<file path="config.mk">
export PLATFORM = sky130hd
export DESIGN_NAME = fp_operand_aligner
export DESIGN_NICKNAME = d
export VERILOG_FILES = /design/src/rtl/fp_operand_aligner.sv
export SDC_FILE = /design/constraint.sdc
export NUM_CORES = 1
export LEC_CHECK = 0
export BUFFER_PORTS_ARGS = -buffer_cell sky130_fd_sc_hd__buf_2
export CORE_MARGIN = 5
export CORE_UTILIZATION = 32
export DETAILED_ROUTE_END_ITERATION = 10
export GPL_TIMING_DRIVEN = 1
export PLACE_DENSITY = 0.55
export SYNTH_ARGS = -nofsm -noshare
export SYNTH_HDL_FRONTEND = slang
export SYNTH_SLANG_ARGS = --single-unit
</file>
<file path="constraint.sdc">
create_clock -name clk_i -period 4.6 [get_ports clk_i]
set_input_delay 0.69 -clock clk_i [delete_from_list [all_inputs] [get_ports clk_i]]
set_output_delay 0.69 -clock clk_i [all_outputs]
set_load 0.05 [all_outputs]
</file>
<file path="src/rtl/fp_operand_aligner.sv">
// Two-stage FP add/sub front end: unpack/compare, then align the smaller mantissa with G/R/S.
// Optional special-operand decode is compiled in with `define ALIGN_SPECIALS_EN.
module fp_operand_aligner (
    input  logic        clk_i,
    input  logic        rst_ni,
    input  logic        in_valid_i,
    output logic        in_ready_o,
    input  logic [31:0] op_a_i,
    input  logic [31:0] op_b_i,
    input  logic        op_i,
    output logic        out_valid_o,
    input  logic        out_ready_i,
    output logic [26:0] mant_big_o,
    output logic [26:0] mant_small_o,
    output logic [7:0]  exp_result_o,
    output logic        result_sign_o,
    output logic        eff_sub_o,
    output logic        swapped_o,
    output logic        special_o,
    output logic [31:0] special_result_o
);

    // Handshake
    logic s1_valid_q, s1_valid_d, s2_valid_q, s2_valid_d;
    logic s1_load, s2_load;

    always_comb begin
        in_ready_o  = ~s1_valid_q | ~s2_valid_q | out_ready_i;
        s1_load     = in_valid_i & in_ready_o;
        s2_load     = s1_valid_q & (~s2_valid_q | out_ready_i);
        s1_valid_d  = s1_load | (s1_valid_q & ~s2_load);
        s2_valid_d  = s2_load | (s2_valid_q & ~out_ready_i);
        out_valid_o = s2_valid_q;
    end

    // Stage 1: unpack and order by magnitude
    logic        sign_a, sign_b_eff, swap, eff_sub, both_zero;
    logic [7:0]  exp_a, exp_b, eexp_a, eexp_b, exp_small;
    logic [22:0] frac_a, frac_b;
    logic [23:0] m_a, m_b;

    logic [23:0] s1_mant_big_d, s1_mant_big_q, s1_mant_small_d, s1_mant_small_q;
    logic [7:0]  s1_exp_d, s1_exp_q, s1_shift_d, s1_shift_q;
    logic        s1_sign_d, s1_sign_q, s1_eff_sub_d, s1_eff_sub_q;
    logic        s1_swapped_d, s1_swapped_q, s1_special_d, s1_special_q;
    logic [31:0] s1_special_result_d, s1_special_result_q;

    always_comb begin
        sign_a     = op_a_i[31];
        sign_b_eff = op_b_i[31] ^ op_i;
        exp_a      = op_a_i[30:23];
        exp_b      = op_b_i[30:23];
        frac_a     = op_a_i[22:0];
        frac_b     = op_b_i[22:0];
        // Subnormals share the exponent of the smallest normal
        eexp_a     = (exp_a == 8'd0) ? 8'd1 : exp_a;
        eexp_b     = (exp_b == 8'd0) ? 8'd1 : exp_b;
        m_a        = {exp_a != 8'd0, frac_a};
        m_b        = {exp_b != 8'd0, frac_b};
        swap       = op_b_i[30:0] > op_a_i[30:0];
        eff_sub    = sign_a ^ sign_b_eff;
        both_zero  = (op_a_i[30:0] == 31'd0) && (op_b_i[30:0] == 31'd0);

        s1_swapped_d = swap;
        s1_eff_sub_d = eff_sub;
        if (swap) begin
            s1_mant_big_d   = m_b;
            s1_mant_small_d = m_a;
            s1_exp_d        = eexp_b;
            exp_small       = eexp_a;
            s1_sign_d       = sign_b_eff;
        end else begin
            s1_mant_big_d   = m_a;
            s1_mant_small_d = m_b;
            s1_exp_d        = eexp_a;
            exp_small       = eexp_b;
            s1_sign_d       = sign_a;
        end
        s1_shift_d = s1_exp_d - exp_small;
        if (both_zero) begin
            s1_sign_d = ~eff_sub & sign_a & sign_b_eff;
        end
    end

`ifdef ALIGN_SPECIALS_EN
    logic nan_a, nan_b, inf_a, inf_b;

    always_comb begin
        nan_a = (exp_a == 8'hFF) && (frac_a != 23'd0);
        nan_b = (exp_b == 8'hFF) && (frac_b != 23'd0);
        inf_a = (exp_a == 8'hFF) && (frac_a == 23'd0);
        inf_b = (exp_b == 8'hFF) && (frac_b == 23'd0);
        s1_special_d        = 1'b0;
        s1_special_result_d = 32'd0;
        if (nan_a || nan_b || (inf_a && inf_b && eff_sub)) begin
            s1_special_d        = 1'b1;
            s1_special_result_d = 32'h7FC0_0000;
        end else if (inf_a) begin
            // Also covers both-Inf with equal effective signs
            s1_special_d        = 1'b1;
            s1_special_result_d = {sign_a, 8'hFF, 23'd0};
        end else if (inf_b) begin
            s1_special_d        = 1'b1;
            s1_special_result_d = {sign_b_eff, 8'hFF, 23'd0};
        end
    end
`else
    always_comb begin
        s1_special_d        = 1'b0;
        s1_special_result_d = 32'd0;
    end
`endif

    always_ff @(posedge clk_i or negedge rst_ni) begin
        if (!rst_ni) begin
            s1_valid_q          <= 1'b0;
            s1_mant_big_q       <= '0;
            s1_mant_small_q     <= '0;
            s1_exp_q            <= '0;
            s1_shift_q          <= '0;
            s1_sign_q           <= 1'b0;
            s1_eff_sub_q        <= 1'b0;
            s1_swapped_q        <= 1'b0;
            s1_special_q        <= 1'b0;
            s1_special_result_q <= '0;
        end else begin
            s1_valid_q <= s1_valid_d;
            if (s1_load) begin
                s1_mant_big_q       <= s1_mant_big_d;
                s1_mant_small_q     <= s1_mant_small_d;
                s1_exp_q            <= s1_exp_d;
                s1_shift_q          <= s1_shift_d;
                s1_sign_q           <= s1_sign_d;
                s1_eff_sub_q        <= s1_eff_sub_d;
                s1_swapped_q        <= s1_swapped_d;
                s1_special_q        <= s1_special_d;
                s1_special_result_q <= s1_special_result_d;
            end
        end
    end

    // Stage 2: right-align the smaller mantissa, folding lost bits into sticky
    logic [26:0] m_small_ext, shifted, lost_mask, aligned;
    logic [4:0]  sh;

    always_comb begin
        m_small_ext = {s1_mant_small_q, 3'b000};
        sh          = s1_shift_q[4:0];
        shifted     = m_small_ext >> sh;
        lost_mask   = ~(27'h7FF_FFFF << sh);
        if (s1_shift_q >= 8'd27) begin
            aligned = {26'd0, |m_small_ext};
        end else begin
            aligned = {shifted[26:1], shifted[0] | (|(m_small_ext & lost_mask))};
        end
    end

    logic [26:0] mant_big_q, mant_small_q;
    logic [7:0]  exp_result_q;
    logic        result_sign_q, eff_sub_q, swapped_q, special_q;
    logic [31:0] special_result_q;

    always_ff @(posedge clk_i or negedge rst_ni) begin
        if (!rst_ni) begin
            s2_valid_q       <= 1'b0;
            mant_big_q       <= '0;
            mant_small_q     <= '0;
            exp_result_q     <= '0;
            result_sign_q    <= 1'b0;
            eff_sub_q        <= 1'b0;
            swapped_q        <= 1'b0;
            special_q        <= 1'b0;
            special_result_q <= '0;
        end else begin
            s2_valid_q <= s2_valid_d;
            if (s2_load) begin
                mant_big_q       <= {s1_mant_big_q, 3'b000};
                mant_small_q     <= aligned;
                exp_result_q     <= s1_exp_q;
                result_sign_q    <= s1_sign_q;
                eff_sub_q        <= s1_eff_sub_q;
                swapped_q        <= s1_swapped_q;
                special_q        <= s1_special_q;
                special_result_q <= s1_special_result_q;
            end
        end
    end

    always_comb begin
        mant_big_o       = mant_big_q;
        mant_small_o     = mant_small_q;
        exp_result_o     = exp_result_q;
        result_sign_o    = result_sign_q;
        eff_sub_o        = eff_sub_q;
        swapped_o        = swapped_q;
        special_o        = special_q;
        special_result_o = special_result_q;
    end

endmodule

</file>
==> results.tsv <==
metric	value	unit
synth_top_family_by_area	simple AND/OR/NAND/NOR gates	
max_slew_margin	0.314	
ys_warn_count	0	
cts_tree	built	
syn_inst	990	
slew_violations	0	
drt_pre_antenna_iters	5	
fillers	2826	
seqPwrFrac	0.318	
timing.hold.ws	0.241	ns
ys_seq_area_frac	0.369	
pin_count	169	
wirelength	27400	um
antenna_cells	0	
power_leakage	4.93	nW
gp_congestion	0.876	
fin_crit	3.94	ns
worstHoldPathType	in -> async	
fin_nets	1198	
timing.setup.tns	0	ns
post-place-ws	0.225	ns
postCtsResizedCells	0	
fin_worst_skew	0.0178	ns
clock_power_share	0.270	
synth_edf_count	0	
synth_xor_xnor_area_share	0.00296	
cts_setup_buffers	0	
ys.flop_type	dfrtp_1	
p_comb_frac	0.412	
ant_nets	0	
layout_setup_ws	0.660	ns
rsz0062_at_grt	no	
switching_share	0.432	
cts_max_level	4	
fin_crit_sh	0.857	
required	4.91	ns
grtUsageTotal	0.175	
grt_max_degree	54	
start_kind	input pin	
setup_viol	0	
overflow	0	
hold_violations	0	
synth_area	8880	um^2
switchingPower	2.29	mW
drc	0	
synth-seq-cells	131	
grt_pass1_wl	43300	um
max-vdd-ir-drop	268	uV
clk_pin_slew	0.07	ns
synth-simple-area-share	0.197	
max-cap-violations	0	
drive_above_1_share	0.223	
synthMuxAreaShare	0.139	
antenna_found_initial	0	
hold_buffers	0	
area_growth	16.5	%
cts_sinks	131	
synth_fa_ha_area_frac	0.0583	
die_h	177	um
clock_latency	0.43	ns
wl_per_cell	18.5	um
power.internal	3.01	mW
syn_avg_cell_area	8.97	um^2
fp.dieArea	31200	um^2
port_buffers	132	
synth_cell_types	67	
first_global_vias	7454	
max_freq	254	MHz
multi_input_area	5000	um^2
core_area	27600	um^2
vias_per_cell	5.29	
regArea	3280	um^2
die_w	177	um
worst_ep_arrival_time	4.25	ns
worstMarginPinSlew	1.03	ns
start_util	0.322	
drtIter0Drc	678	
cts-root-buf	clkbuf_16	
synth_async_sr_flop_share	1.00	
cp-end-kind	register	
rows	61	
num_vias	7822	
clockBufferDepth	2	
crit_path_max_fanout	12	
status	completed	
synth-compound-area-share	0.148	
dp_hpwl	20100	um
path_class	in -> reg	
cts_buffers	17	
power_density	513	nW/um^2
-- metrics by stage --
step / power, mW / instance area, um^2 / utilization / std cells
2_1_floorplan: 3.31 / 9010 / - / 1025
3_3_place_gp: 3.87 / 9740 / 0.353 / 1448
3_5_place_dp: 3.89 / 9740 / 0.353 / 1448
4_1_cts: 5.34 / 10300 / 0.375 / 1480
5_1_grt: 5.61 / 10300 / 0.375 / 1480
6_report: 5.30 / 10300 / 0.375 / 1480
-- Yosys cell counts (3+ instances only) --
cell type / number / area (um^2)
mux4_2: 7 / 158
a22o_1: 17 / 149
and3_1: 27 / 169
mux2i_1: 32 / 320
o22ai_1: 8 / 50.1
o31ai_1: 6 / 45.0
a221oi_1: 3 / 26.3
dfrtp_1: 131 / 3280
nor3_1: 5 / 25.0
a31oi_1: 12 / 75.1
a221o_1: 3 / 30.0
nor4_1: 19 / 119
inv_1: 39 / 146
o21ai_0: 90 / 450
nand2_1: 109 / 409
clkbuf_1: 43 / 161
a21o_1: 3 / 22.5
o21ai_1: 6 / 30.0
nor2_1: 54 / 203
a211oi_1: 5 / 37.5
nor2b_1: 4 / 25.0
mux2_2: 46 / 518
buf_1: 7 / 26.3
and4_1: 3 / 26.3
buf_2: 14 / 70.1
or4_1: 4 / 30.0
o21a_1: 7 / 52.6
ha_1: 39 / 488
nand2b_1: 6 / 37.5
a21boi_0: 3 / 22.5
nand3_1: 103 / 515
nand4_1: 9 / 56.3
and2_1: 3 / 18.8
buf_4: 40 / 300
a21oi_1: 31 / 155
mux4_1: 9 / 236
-- worst max-delay path, stage by stage --
cell      delay, ns
buf_2          0.12
inv_1          0.08
ha_1           0.32
nand4_1        0.09
nor2_1         0.38
o31a_1         0.37
o21ai_4        0.09
nand2_1        0.11
buf_4          0.23
mux2_2         0.37
fa_1           0.43
nor2b_1        0.12
o21ai_0        0.10
a21boi_0       0.27
o21ai_0        0.14
nor3b_1        0.15
o31ai_1        0.19
-- sequential cells by signal (all words and copies together), names as in the netlist --
signal,flops
s1_shift_q,8
s1_eff_sub_q,1
s1_sign_q,1
s1_mant_big_q,24
mant_small_o,27
s1_mant_small_q,24
swapped_o,1
result_sign_o,1
s1_valid_q,1
exp_result_o,8
eff_sub_o,1
s1_exp_q,8
s1_swapped_q,1
out_valid_o,1
mant_big_o,24
-- cell type report --
type	count	share of cell area
timing repair buffer	152	0.0802
sequential	131	0.317
clock buffer	19	0.0419
tap	378	0.0457
multi-input combinational	746	0.484
clock inverter	13	0.0167
inverter	41	0.0149
-- path summary, 6_finish.rpt --
| check | from | end | slack (ns) | cells past startpoint |
|---|---|---|---|---|
| min reg2reg | mant_small_o[19] | mant_small_o[19] | 0.47 | 2 |
| min in group clk_i | mant_small_o[19] | mant_small_o[19] | 0.47 | 2 |
| max in group asynchronous | rst_ni | s1_exp_q[3] | 3.38 | 2 |
| max reg2reg | s1_shift_q[0] | mant_small_o[3] | 1.77 | 5 |
| max | op_a_i[13] | s1_shift_q[6] | 0.66 | 17 |
| min | rst_ni | mant_small_o[19] | 0.24 | 1 |
-- cell families after synthesis --
group                      Yosys count
and+or+nand+nor                    359
muxes                               94
xor gates and xnor gates             3
other                                1
AOI/OAI and AO/OA                  213
DFF                                131
buffers and inverters              148
adders and majority gates           41
-- metal layers --
metal	track usage	wire, um	vias to the layer above	share of wire
met3	0.0375	1600	33	0.058
met4	0.0522	613	0	0.022
met2	0.262	12200	254	0.45
met1	0.255	13000	3803	0.47
met5	0	0	-	0
li1	-	-	3732	-
-- power groups by stage --
stage | registers, mW | logic, mW | clock network (mW)
floorplan | 2.06 | 1.25 | 0
global placement | 1.70 | 2.17 | 0
detailed placement | 1.70 | 2.19 | 0
CTS | 1.69 | 2.19 | 1.46
global route | 1.73 | 2.37 | 1.51
finish | 1.69 | 2.19 | 1.43
-- placed cells by master, fill, tap and decap left out, types with 27 or more instances in the layout --
cell type  count
dfrtp_1      131
nand2_1      107
nor2_1        54
o21ai_0       90
mux2_2        46
a21oi_1       31
buf_2        131
conb_1        36
and3_1        27
ha_1          39
mux2i_1       32
nand3_1      103
inv_1         39
(Power assumes the default switching activity.)
